## src/rtl/ccl_col_read_seq_if.sv

```systemverilog
// Bank-read and PE-column handshake bundle for ccl_col_read_seq.
// master = sequencer side, slave = bank/PE side.
interface ccl_col_read_seq_if #(
  parameter int N_PE_COL       = 5,
  parameter int DEPTH_CCL_BANK = 4096
);
  localparam int AW = $clog2(DEPTH_CCL_BANK);

  logic [N_PE_COL-1:0][AW-1:0] raddr_col_clause_idx_bank;
  logic [N_PE_COL-1:0]         ren_col_clause_idx_bank;
  logic [N_PE_COL-1:0][4:0]    col_clause_idx_data;
  logic [N_PE_COL-1:0][4:0]    clause_idx_out;
  logic [N_PE_COL-1:0]         clause_idx_valid;
  logic [N_PE_COL-1:0]         pe_ready;

  modport master (
    output raddr_col_clause_idx_bank, ren_col_clause_idx_bank,
    output clause_idx_out, clause_idx_valid,
    input  col_clause_idx_data, pe_ready
  );

  modport slave (
    input  raddr_col_clause_idx_bank, ren_col_clause_idx_bank,
    input  clause_idx_out, clause_idx_valid,
    output col_clause_idx_data, pe_ready
  );
endinterface

```

## src/rtl/ccl_col_read_seq.sv

```systemverilog
// Per-column CCL bank read sequencer with 2-entry skid FIFO per column.
// Optional stall counter enabled by defining CCL_RD_PERF_CNT_EN.
module ccl_col_read_lane #(
  parameter int AW = 12
) (
  input  logic          clk,
  input  logic          rst_n,
  input  logic          start_acc,
  input  logic          clr,
  input  logic [AW-1:0] base_addr,
  input  logic [AW:0]   num_entries,
  input  logic [4:0]    rdata,
  input  logic          pe_ready,
  output logic [AW-1:0] raddr,
  output logic          ren,
  output logic [4:0]    dout,
  output logic          valid,
  output logic          done,
  output logic          idle
);
  typedef enum logic [1:0] {IDLE, RUN, DRAIN, DONE} state_e;

  localparam logic [AW-1:0] ONE_A = 1;
  localparam logic [AW:0]   ONE_R = 1;

  state_e        state, state_nxt;
  logic [AW-1:0] addr, raddr_q;
  logic [AW:0]   remain;
  logic          inflight;
  logic [4:0]    mem [2];
  logic          wr_ptr, rd_ptr;
  logic [1:0]    fifo_cnt;
  logic          pop;
  logic [2:0]    occ;

  assign valid = (fifo_cnt != 2'd0);
  assign pop   = valid & pe_ready;
  // Occupancy after this edge; issuing only below 2 keeps FIFO + inflight <= 2.
  assign occ   = {1'b0, fifo_cnt} + {2'b0, inflight} - {2'b0, pop};
  assign dout  = valid ? mem[rd_ptr] : 5'd0;
  assign raddr = ren ? addr : raddr_q;
  assign done  = (state == DONE);
  assign idle  = (state == IDLE);

  always_comb begin
    state_nxt = state;
    ren       = 1'b0;
    case (state)
      IDLE:  if (start_acc) state_nxt = (num_entries == '0) ? DRAIN : RUN;
      RUN: begin
        ren = (occ < 3'd2);
        if (ren && remain == ONE_R) state_nxt = DRAIN;
      end
      DRAIN: if (!inflight && !valid) state_nxt = DONE;
      DONE:  if (clr) state_nxt = IDLE;
      default: state_nxt = IDLE;
    endcase
  end

  always_ff @(posedge clk or negedge rst_n) begin
    if (!rst_n) begin
      state    <= IDLE;
      addr     <= '0;
      raddr_q  <= '0;
      remain   <= '0;
      inflight <= 1'b0;
      wr_ptr   <= 1'b0;
      rd_ptr   <= 1'b0;
      fifo_cnt <= 2'd0;
    end else begin
      state    <= state_nxt;
      inflight <= ren;
      if (state == IDLE && start_acc) begin
        addr   <= base_addr;
        remain <= num_entries;
      end else if (ren) begin
        addr    <= addr + ONE_A;
        remain  <= remain - ONE_R;
        raddr_q <= addr;
      end
      if (inflight) wr_ptr <= ~wr_ptr;
      if (pop)      rd_ptr <= ~rd_ptr;
      fifo_cnt <= fifo_cnt + {1'b0, inflight} - {1'b0, pop};
    end
  end

  always_ff @(posedge clk)
    if (inflight) mem[wr_ptr] <= rdata;
endmodule

module ccl_col_read_seq #(
  parameter int  N_PE_COL       = 5,
  parameter int  DEPTH_CCL_BANK = 4096,
  localparam int AW             = $clog2(DEPTH_CCL_BANK)
) (
  input  logic                        clk,
  input  logic                        rst_n,
  input  logic                        start,
  input  logic [N_PE_COL-1:0][AW-1:0] base_addr,
  input  logic [N_PE_COL-1:0][AW:0]   num_entries,
  ccl_col_read_seq_if.master          bus,
  output logic [N_PE_COL-1:0]         col_done,
  output logic                        busy,
  output logic                        all_done,
  output logic [15:0]                 stall_cnt
);
  logic [N_PE_COL-1:0]         lane_idle;
  logic [N_PE_COL-1:0][AW-1:0] lane_raddr;
  logic [N_PE_COL-1:0]         lane_ren;
  logic [N_PE_COL-1:0][4:0]    lane_dout;
  logic [N_PE_COL-1:0]         lane_valid;
  logic                        start_acc;

  assign busy      = ~&lane_idle;
  // Lanes parked in DONE all leave together on the cycle after this pulse.
  assign all_done  = &col_done;
  assign start_acc = start & ~busy;

  assign bus.raddr_col_clause_idx_bank = lane_raddr;
  assign bus.ren_col_clause_idx_bank   = lane_ren;
  assign bus.clause_idx_out            = lane_dout;
  assign bus.clause_idx_valid          = lane_valid;

  for (genvar i = 0; i < N_PE_COL; i++) begin : g_lane
    ccl_col_read_lane #(.AW(AW)) u_lane (
      .clk         (clk),
      .rst_n       (rst_n),
      .start_acc   (start_acc),
      .clr         (all_done),
      .base_addr   (base_addr[i]),
      .num_entries (num_entries[i]),
      .rdata       (bus.col_clause_idx_data[i]),
      .pe_ready    (bus.pe_ready[i]),
      .raddr       (lane_raddr[i]),
      .ren         (lane_ren[i]),
      .dout        (lane_dout[i]),
      .valid       (lane_valid[i]),
      .done        (col_done[i]),
      .idle        (lane_idle[i])
    );
  end

`ifdef CCL_RD_PERF_CNT_EN
  logic [15:0] stall_q;
  always_ff @(posedge clk or negedge rst_n) begin
    if (!rst_n)
      stall_q <= 16'd0;
    else if (start_acc)
      stall_q <= 16'd0;
    else if (|(lane_valid & ~bus.pe_ready) && stall_q != 16'hFFFF)
      stall_q <= stall_q + 16'd1;
  end
  assign stall_cnt = stall_q;
`else
  assign stall_cnt = 16'd0;
`endif
endmodule

```

## src/flat_wrapper.sv

```systemverilog
// flat-port wrapper written by rule: the top's interface ports become plain ports
module ccl_col_read_seq_flat 
#(
  parameter int  N_PE_COL       = 5,
  parameter int  DEPTH_CCL_BANK = 4096,
  localparam int AW             = $clog2(DEPTH_CCL_BANK)
)
  (clk, rst_n, start, base_addr, num_entries, col_done, busy, all_done, stall_cnt, bus_raddr_col_clause_idx_bank, bus_ren_col_clause_idx_bank, bus_clause_idx_out, bus_clause_idx_valid, bus_col_clause_idx_data, bus_pe_ready);
  ccl_col_read_seq_if #(.N_PE_COL(N_PE_COL), .DEPTH_CCL_BANK(DEPTH_CCL_BANK)) bus_i ();
  input  logic clk;
  input  logic rst_n;
  input  logic start;
  input  logic [N_PE_COL-1:0][AW-1:0] base_addr;
  input  logic [N_PE_COL-1:0][AW:0] num_entries;
  output logic [N_PE_COL-1:0] col_done;
  output logic busy;
  output logic all_done;
  output logic [15:0] stall_cnt;
  output wire logic [$bits(bus_i.raddr_col_clause_idx_bank)-1:0] bus_raddr_col_clause_idx_bank;
  output wire logic [$bits(bus_i.ren_col_clause_idx_bank)-1:0] bus_ren_col_clause_idx_bank;
  output wire logic [$bits(bus_i.clause_idx_out)-1:0] bus_clause_idx_out;
  output wire logic [$bits(bus_i.clause_idx_valid)-1:0] bus_clause_idx_valid;
  input wire logic [$bits(bus_i.col_clause_idx_data)-1:0] bus_col_clause_idx_data;
  input wire logic [$bits(bus_i.pe_ready)-1:0] bus_pe_ready;
  assign bus_raddr_col_clause_idx_bank = bus_i.raddr_col_clause_idx_bank;
  assign bus_ren_col_clause_idx_bank = bus_i.ren_col_clause_idx_bank;
  assign bus_clause_idx_out = bus_i.clause_idx_out;
  assign bus_clause_idx_valid = bus_i.clause_idx_valid;
  assign bus_i.col_clause_idx_data = bus_col_clause_idx_data;
  assign bus_i.pe_ready = bus_pe_ready;
  ccl_col_read_seq #(.N_PE_COL(N_PE_COL), .DEPTH_CCL_BANK(DEPTH_CCL_BANK)) u_core (.clk(clk), .rst_n(rst_n), .start(start), .base_addr(base_addr), .num_entries(num_entries), .bus(bus_i), .col_done(col_done), .busy(busy), .all_done(all_done), .stall_cnt(stall_cnt));
endmodule
```

## config.mk

```make
export PLATFORM = sky130hd
export DESIGN_NAME = ccl_col_read_seq_flat
export DESIGN_NICKNAME = d
export VERILOG_FILES = /design/src/rtl/ccl_col_read_seq_if.sv /design/src/rtl/ccl_col_read_seq.sv /design/src/flat_wrapper.sv
export SDC_FILE = /design/constraint.sdc
export NUM_CORES = 1
export LEC_CHECK = 0
export ABC_AREA = 1
export BUFFER_PORTS_ARGS = -buffer_cell sky130_fd_sc_hd__buf_2
export CAP_MARGIN = 25
export CORE_AREA = 5 5 181 183
export CTS_CLUSTER_SIZE = 16
export DETAILED_ROUTE_END_ITERATION = 7
export DIE_AREA = 0 0 186 188
export GPL_TIMING_DRIVEN = 0
export PLACE_DENSITY = 0.82
export SETUP_SLACK_MARGIN = 0.05
export SLEW_MARGIN = 20
export SYNTH_ARGS = -nofsm -noshare
export SYNTH_HDL_FRONTEND = slang
export SYNTH_SLANG_ARGS = --single-unit
export TNS_END_PERCENT = 30
```

## constraint.sdc

```tcl
create_clock -name clk -period 2.6 [get_ports clk]
set_input_delay 0.13 -clock clk [delete_from_list [all_inputs] [get_ports clk]]
set_output_delay 0.13 -clock clk [all_outputs]
set_load 0.1 [all_outputs]
```

## Word level (Yosys, flattened, before mapping)

Memories as Yosys holds them, arrays and structs flattened.
Index checks and enable logic that the tools add are counted.

| storage, ports and cells | value |
|---|---|
| memories | 5 |
| output and inout bits | 118 |
| register bits after elaboration | 220 |
| logic and storage cells | 260 |
| RAM bits | 50 |

Memory list:

| name | depth | width | rd ports | clocked after memory_dff | wr ports | line | RTL |
|---|---|---|---|---|---|---|---|
| u_core.g_lane[0].u_lane.mem | 2 | 5 | 1 | 0 | 1 | ccl_col_read_seq.sv:30 | `logic [4:0] mem [2];` |
| u_core.g_lane[1].u_lane.mem | 2 | 5 | 1 | 0 | 1 | ccl_col_read_seq.sv:30 |  |
| u_core.g_lane[2].u_lane.mem | 2 | 5 | 1 | 0 | 1 | ccl_col_read_seq.sv:30 |  |
| u_core.g_lane[3].u_lane.mem | 2 | 5 | 1 | 0 | 1 | ccl_col_read_seq.sv:30 |  |
| u_core.g_lane[4].u_lane.mem | 2 | 5 | 1 | 0 | 1 | ccl_col_read_seq.sv:30 |  |

| cells by class | value |
|---|---|
| order comparisons | 5 |
| eq/ne operators | 40 |
| muxes and demuxes | 71 |
| reduce and logical (&&, ||, !) cells | 53 |
| add/sub/neg operators | 30 |
| bitwise logic cells | 16 |

Operator list:

| cell | number |
|---|---|
| 2-to-1 mux 12 bit | 15 |
| 2-to-1 mux 13 bit | 10 |
| == test 13 x 1 -> 1 bit, second input constant | 5 |
| zero test 13 bit | 5 |
| subtractor 13 x 1 -> 13 bit, second input constant | 5 |
| adder 12 x 1 -> 12 bit, second input constant | 5 |
| 2-to-1 mux 2 bit | 21 |
| case mux 2 bit (4 select lines) | 5 |
| inequality test 2 bit, second input constant | 17 |
| 2-to-1 mux 5 bit | 5 |
| == test 2 bit, second input constant | 10 |
| AND reduction 4 bit | 5 |
| nonzero test 2 bit | 10 |
| adder 2 x 1 -> 3 bit | 5 |
| logical AND 1 bit | 15 |
| less-than comparator 3 x 2 -> 1 bit, second input constant | 5 |
| 2-to-1 mux 1 bit | 15 |
| subtractor 3 x 1 -> 3 bit | 5 |
| zero test 1 bit | 11 |
| adder 2 x 1 -> 2 bit | 5 |
| == test 2 x 1 -> 1 bit, second input constant | 5 |
| zero test 2 bit | 5 |
| NOT 1 bit | 10 |
| AND reduction 5 bit | 2 |
| other kinds (3) | 14 |

## Depth between registers and ports, before layout

| logic depth | value |
|---|---|
| word-level depth | 7 |
| depth in mapped cells | 17 |
| depth with buffers taken out | 17 |

## By module

Synthesis repeated with hierarchy kept, for this count alone.

| second synthesis, totals | value |
|---|---|
| cells, all modules | 2150 |
| area total of the unflattened synthesis | 15894.0 um2 |

Modules (own cells, without submodules):

| module | area each (um2) | seq. area each (um2) | cells each | times used |
|---|---|---|---|---|
| ccl_col_read_lane | 3146.8 | 1401.3 | 425 | 5 |
| ccl_col_read_seq | 160.2 | 0.0 | 25 | 1 |

## Worst setup path before layout

Ideal clock, no wire load.

| path | value |
|---|---|
| path kind | reg-to-reg |
| start point | register u_core.g_lane[3].u_lane.fifo_cnt[1] |
| end point | register u_core.g_lane[3].u_lane.raddr_q[3] |
| setup time | 0.075 ns |
| buffers on the path | 1 |
| required time | 2.525 ns |
| path slack | -1.898 ns |
| cell stages (with the launch flop) | 15 |
| data arrival time | 4.423 ns |
| clock period less this slack | 4.498 ns |
| cell sequence | dfrtp_1 > inv_1 > nand2_1 > inv_1 > nor2_1 > ha_1 > inv_1 > ha_1 > fa_1 > inv_1 > nand4_1 > buf_2 > o21ai_0 > nand2_1 > nand2_1 |

| between the ends | value |
|---|---|
| word-level cells in the longest chain between the ends | 6 |
| elaborated cells between the ends (all ways) | 7 |
| classes of those cells | add/sub: 2; order compare: 1; mux: 2; bitwise: 1; reduce/logical: 1 |

Ends and longest elaborated chain:

| item | line | RTL |
|---|---|---|
| start, declared | ccl_col_read_seq.sv:32 | `logic [1:0] fifo_cnt;` |
| start signal, assigned | ccl_col_read_seq.sv:83 | `fifo_cnt <= fifo_cnt + {1'b0, inflight} - {1'b0, pop};` |
| nonzero test 2 bit | ccl_col_read_seq.sv:36 | `assign valid = (fifo_cnt != 2'd0);` |
| named net u_core.g_lane[3].u_lane.valid | ccl_col_read_seq.sv:17 | `output logic valid,` |
| bitwise AND 1 bit | ccl_col_read_seq.sv:37 | `assign pop = valid & pe_ready;` |
| named net u_core.g_lane[3].u_lane.pop | ccl_col_read_seq.sv:33 | `logic pop;` |
| subtractor 3 x 1 -> 3 bit | ccl_col_read_seq.sv:39 | `assign occ = {1'b0, fifo_cnt} + {2'b0, inflight} - {2'b0, pop};` |
| named net u_core.g_lane[3].u_lane.occ[1] | ccl_col_read_seq.sv:34 | `logic [2:0] occ;` |
| less-than comparator 3 x 2 -> 1 bit | ccl_col_read_seq.sv:51 | `ren = (occ < 3'd2);` |
| 2-to-1 mux 1 bit | ccl_col_read_seq.sv:48 | `case (state)` |
| 2-to-1 mux 12 bit | n/a |  |
| named net bus_raddr_col_clause_idx_bank[39] | flat_wrapper.sv:19 | `output wire logic [$bits(bus_i.raddr_col_clause_idx_bank)-1:0] bus_raddr_col_clause_idx_bank;` |
| end signal, assigned | ccl_col_read_seq.sv:79 | `raddr_q <= addr;` |
| end, declared | ccl_col_read_seq.sv:27 | `logic [AW-1:0] addr, raddr_q;` |

The timed path passes the listed nets, and every way through them passes these cells.
A chain may end at the register's enable or synchronous reset.

## Worst setup path after layout

| path | value |
|---|---|
| start point | register u_core.g_lane[0].u_lane.fifo_cnt[1] |
| end point | output port bus_raddr_col_clause_idx_bank[1] |

| between the ends | value |
|---|---|
| word-level cells in the longest chain between the ends | 6 |
| elaborated cells between the ends (all ways) | 7 |
| classes of those cells | add/sub: 2; order compare: 1; mux: 2; bitwise: 1; reduce/logical: 1 |

Ends and longest elaborated chain:

| item | line |
|---|---|
| start, declared | ccl_col_read_seq.sv:32 |
| start signal, assigned | ccl_col_read_seq.sv:83 |
| nonzero test 2 bit | ccl_col_read_seq.sv:36 |
| named net u_core.g_lane[0].u_lane.valid | ccl_col_read_seq.sv:17 |
| bitwise AND 1 bit | ccl_col_read_seq.sv:37 |
| named net u_core.g_lane[0].u_lane.pop | ccl_col_read_seq.sv:33 |
| subtractor 3 x 1 -> 3 bit | ccl_col_read_seq.sv:39 |
| less-than comparator 3 x 2 -> 1 bit | ccl_col_read_seq.sv:51 |
| 2-to-1 mux 1 bit | ccl_col_read_seq.sv:48 |
| 2-to-1 mux 12 bit | n/a |
| end, declared | flat_wrapper.sv:19 |

The timed path passes the listed nets, and every way through them passes these cells.

==> metrics <==
Worst-Skew Late Latency=~0.57 ns; design area=around 24000 um2; Worst Setup End Kind=output port; cells along the critical path=inv_2, nand2_4, inv_4, nor2_4, ha_4, inv_2, ha_4, fa_2, nand2_1, nand4_4, clkbuf_16, o21ai_4, buf_12; drt pass-1 iters=7; clock-pin slew on the worst setup and hold paths=roughly 0.060 ns; area leader, netlist=dfrtp_1; num rows=between 60 and 70; final antenna diode count=0; DR vias/cell=about 5.8; clk buf depth=3; R2R Path Start=u_core.g_lane[0].u_lane.fifo_cnt[1]; Max Freq=301 MHz; cts bufs inserted=30; CP required=2.47 ns; reg2reg setup slack=-0.41 ns; H-tree Lvls=1; Area after DPL=between 15000 and 20000 um2; count of different cell masters after synthesis=36; CTS tree=done; status=finished with violations; Seq/Total Area, Yosys=0.452; core box area=a little over 30000 um2; share of layout cells above drive strength 1=0.275; Final setup viols=roughly 250; most numerous cell in the Yosys netlist=nand2_1; top cells by area, synth=dfrtp_1, nand2_1, edfxtp_1, nand3_1, inv_1; synth warn=0; Synth Cell Area=~16000 um2; Final Hold Fails=0; DRC violations left=0; critical path type=reg -> out; Pwr Density=slightly below 600 nW/um2; failing checks=setup timing; RSZ-0062 raised after global routing=yes; Slew Limit Headroom=0.503; Worst Tran Pin Value=between 0.7 and 0.8 ns; Placer Congestion=around 0.89; Data arrival, critical path=around 3.2 ns; first-pass GRT wire length=about 90000 um; number of synthesized register bits=270; mean post-synth cell area=about 7.6 um2; hpwl dp=between 30000 and 40000 um; Slew Viols, Final=0; skew final=0.0163 ns; Total Power=between 10000 and 15000 uW; gr ovfl total=0; EDFF count, synth=50; reg2reg path depth=16; Critical Path Max Stage Delay=slightly above 0.4 ns; initial DRC count=1827; P_leak=about 0.011 uW; worst r2r dst=u_core.g_lane[0].u_lane.remain[12]; Post-Synthesis Cells=2046; CP Max Fanout=7; initial core utilization=0.500; Boundary Pins=~280; Startpoint Class=register; Root Buffer=clkbuf_16; vias in the first global route=between 15000 and 20000; top-area cell type share of the netlist area=0.355; Die X-Extent=about 190 um; Worst Hold Class=in -> async; maximum vdd drop=roughly 0.57 mV; die height=188 um; total track usage=0.329; # fillers=approximately 1800; Layout Nets=around 2800; Period minus WS final=~3.3 ns; area grow syn2layout=52.9%; Final WS setup=-0.724 ns; WL per Instance=roughly 21 um; initial antenna violation count=0; period utilization=1.28; Die Area=35000 um2; Critical-path top delay cell=dfrtp_1; max-cap violations=0; final WL=~63000 um; via count=17400; port bufs=roughly 260; share of flip-flops with an asynchronous set or reset=0.815; largest net degree at the start of global routing=96; clock sink count=270; commonest cells in the netlist=nand2_1, inv_1, dfrtp_1; top_reg_cell synth=dfrtp_1; antenna viol nets, final=0
==> layout make-up <==
type                       instances  area [um2]  area share
buffer                            89         927      0.0391
multi-input combinational       1472        8550       0.360
clock buffer                      43         901      0.0380
inverter                         231         936      0.0394
sequential                       270        7010       0.295
timing repair buffer             504        4770       0.201
clock inverter                    13         144     0.00606
tap                              402         503      0.0212
==> routing by layer <==
| metal | track usage | up-vias | wire, um |
|---|---|---|---|
| met5 | 0 | - | 0 |
| met3 | 0.0516 | 374 | 5460 |
| met1 | 0.389 | 8225 | 22100 |
| li1 | - | 7596 | - |
| met2 | 0.573 | 1240 | 30800 |
| met4 | 0.168 | 0 | 4280 |
==> what timing repair did <==
action | CTS | global route
gates cloned | 11 | 3
gates resized for setup | 477 | 119
pin swaps | 44 | 25
buffers inserted | 47 | 32
endpoints found under the hold margin | 397 | 0
setup endpoints to repair | 250 | 256
hold buffers | 153 | 0
==> how the worst max path moves through the flow <==
stage                                             start                            endpoint  slack, ns
finish              u_core.g_lane[0].u_lane.fifo_cnt[1]    bus_raddr_col_clause_idx_bank[1]      -0.72
floorplan           u_core.g_lane[3].u_lane.fifo_cnt[1]   bus_raddr_col_clause_idx_bank[47]      -0.17
CTS                 u_core.g_lane[3].u_lane.fifo_cnt[1]   bus_raddr_col_clause_idx_bank[47]      -0.68
global route        u_core.g_lane[0].u_lane.fifo_cnt[1]    bus_raddr_col_clause_idx_bank[1]      -0.80
global placement                                  rst_n  u_core.g_lane[2].u_lane.raddr_q[7]      -2.59
detailed placement  u_core.g_lane[3].u_lane.fifo_cnt[1]   bus_raddr_col_clause_idx_bank[36]      -0.54
==> where the power goes <==
group | internal, uW | total, uW | leakage [uW] | switching (uW)
Sequential | 4440 | 4510 | 0.00322 | 68.7
Clock | 2700 | 4570 | 0.000523 | 1870
Combinational | 1450 | 4970 | 0.00747 | 3520
Total | 8590 | 14000 | 0.0112 | 5460
==> logic make-up after synthesis <==
kind of cell / synth area share
fa+ha+maj: 0.0460
compound gates: 0.0826
flops: 0.452
other cells: 0.000242
xor+xnor: 0.0327
buf+inv: 0.0908
simple gates: 0.296
==> state kept, by name, summed over array words and instances (netlist names) <==
register / count
u_core.g_lane.u_lane.raddr_q: 60
u_core.g_lane.u_lane.remain: 65
u_core.g_lane.u_lane.state: 10
u_core.g_lane.u_lane.mem: 50
u_core.g_lane.u_lane.wr_ptr: 5
u_core.g_lane.u_lane.inflight: 5
u_core.g_lane.u_lane.addr: 60
u_core.g_lane.u_lane.rd_ptr: 5
u_core.g_lane.u_lane.fifo_cnt: 10
==> critical path, delay by kind of cell (launching register included) <==
kind                     cells  cell delay [ns]
AO/OA/AOI/OAI                1             0.20
adder cells (fa/ha/maj)      3             0.77
buffers and inverters        5             0.71
flip-flops                   1             0.41
AND/OR/NAND/NOR              4             0.54
==> through the flow <==
step                      cells  utilization  TNS (ns)  hold WS, ns  setup slack, ns
after detailed placement   2724        0.589    -72.80       0.0306           -0.536
after CTS                  2990        0.743    -48.99       0.0328           -0.682
final                      3024        0.764    -79.15       0.0417           -0.724
after floorplan            2061            -     -6.48       -0.166           -0.173
after global routing       3024        0.764    -98.32       0.0617           -0.799
after global placement     2722        0.587   -622.41        0.319            -2.59
==> placed cells by master (no fill, tap or decap), types with 42 or more instances in the layout <==
master / count
nor2_1: 154
inv_1: 192
clkbuf_16: 43
o21ai_0: 42
dfrtp_1: 220
buf_12: 66
nand2_1: 656
dlygate4sd3_1: 153
nand3_1: 154
buf_2: 204
buf_4: 87
o211ai_1: 45
edfxtp_1: 50
xor2_1: 48
o21ai_4: 57
Power figures use the tool's default switching activity.
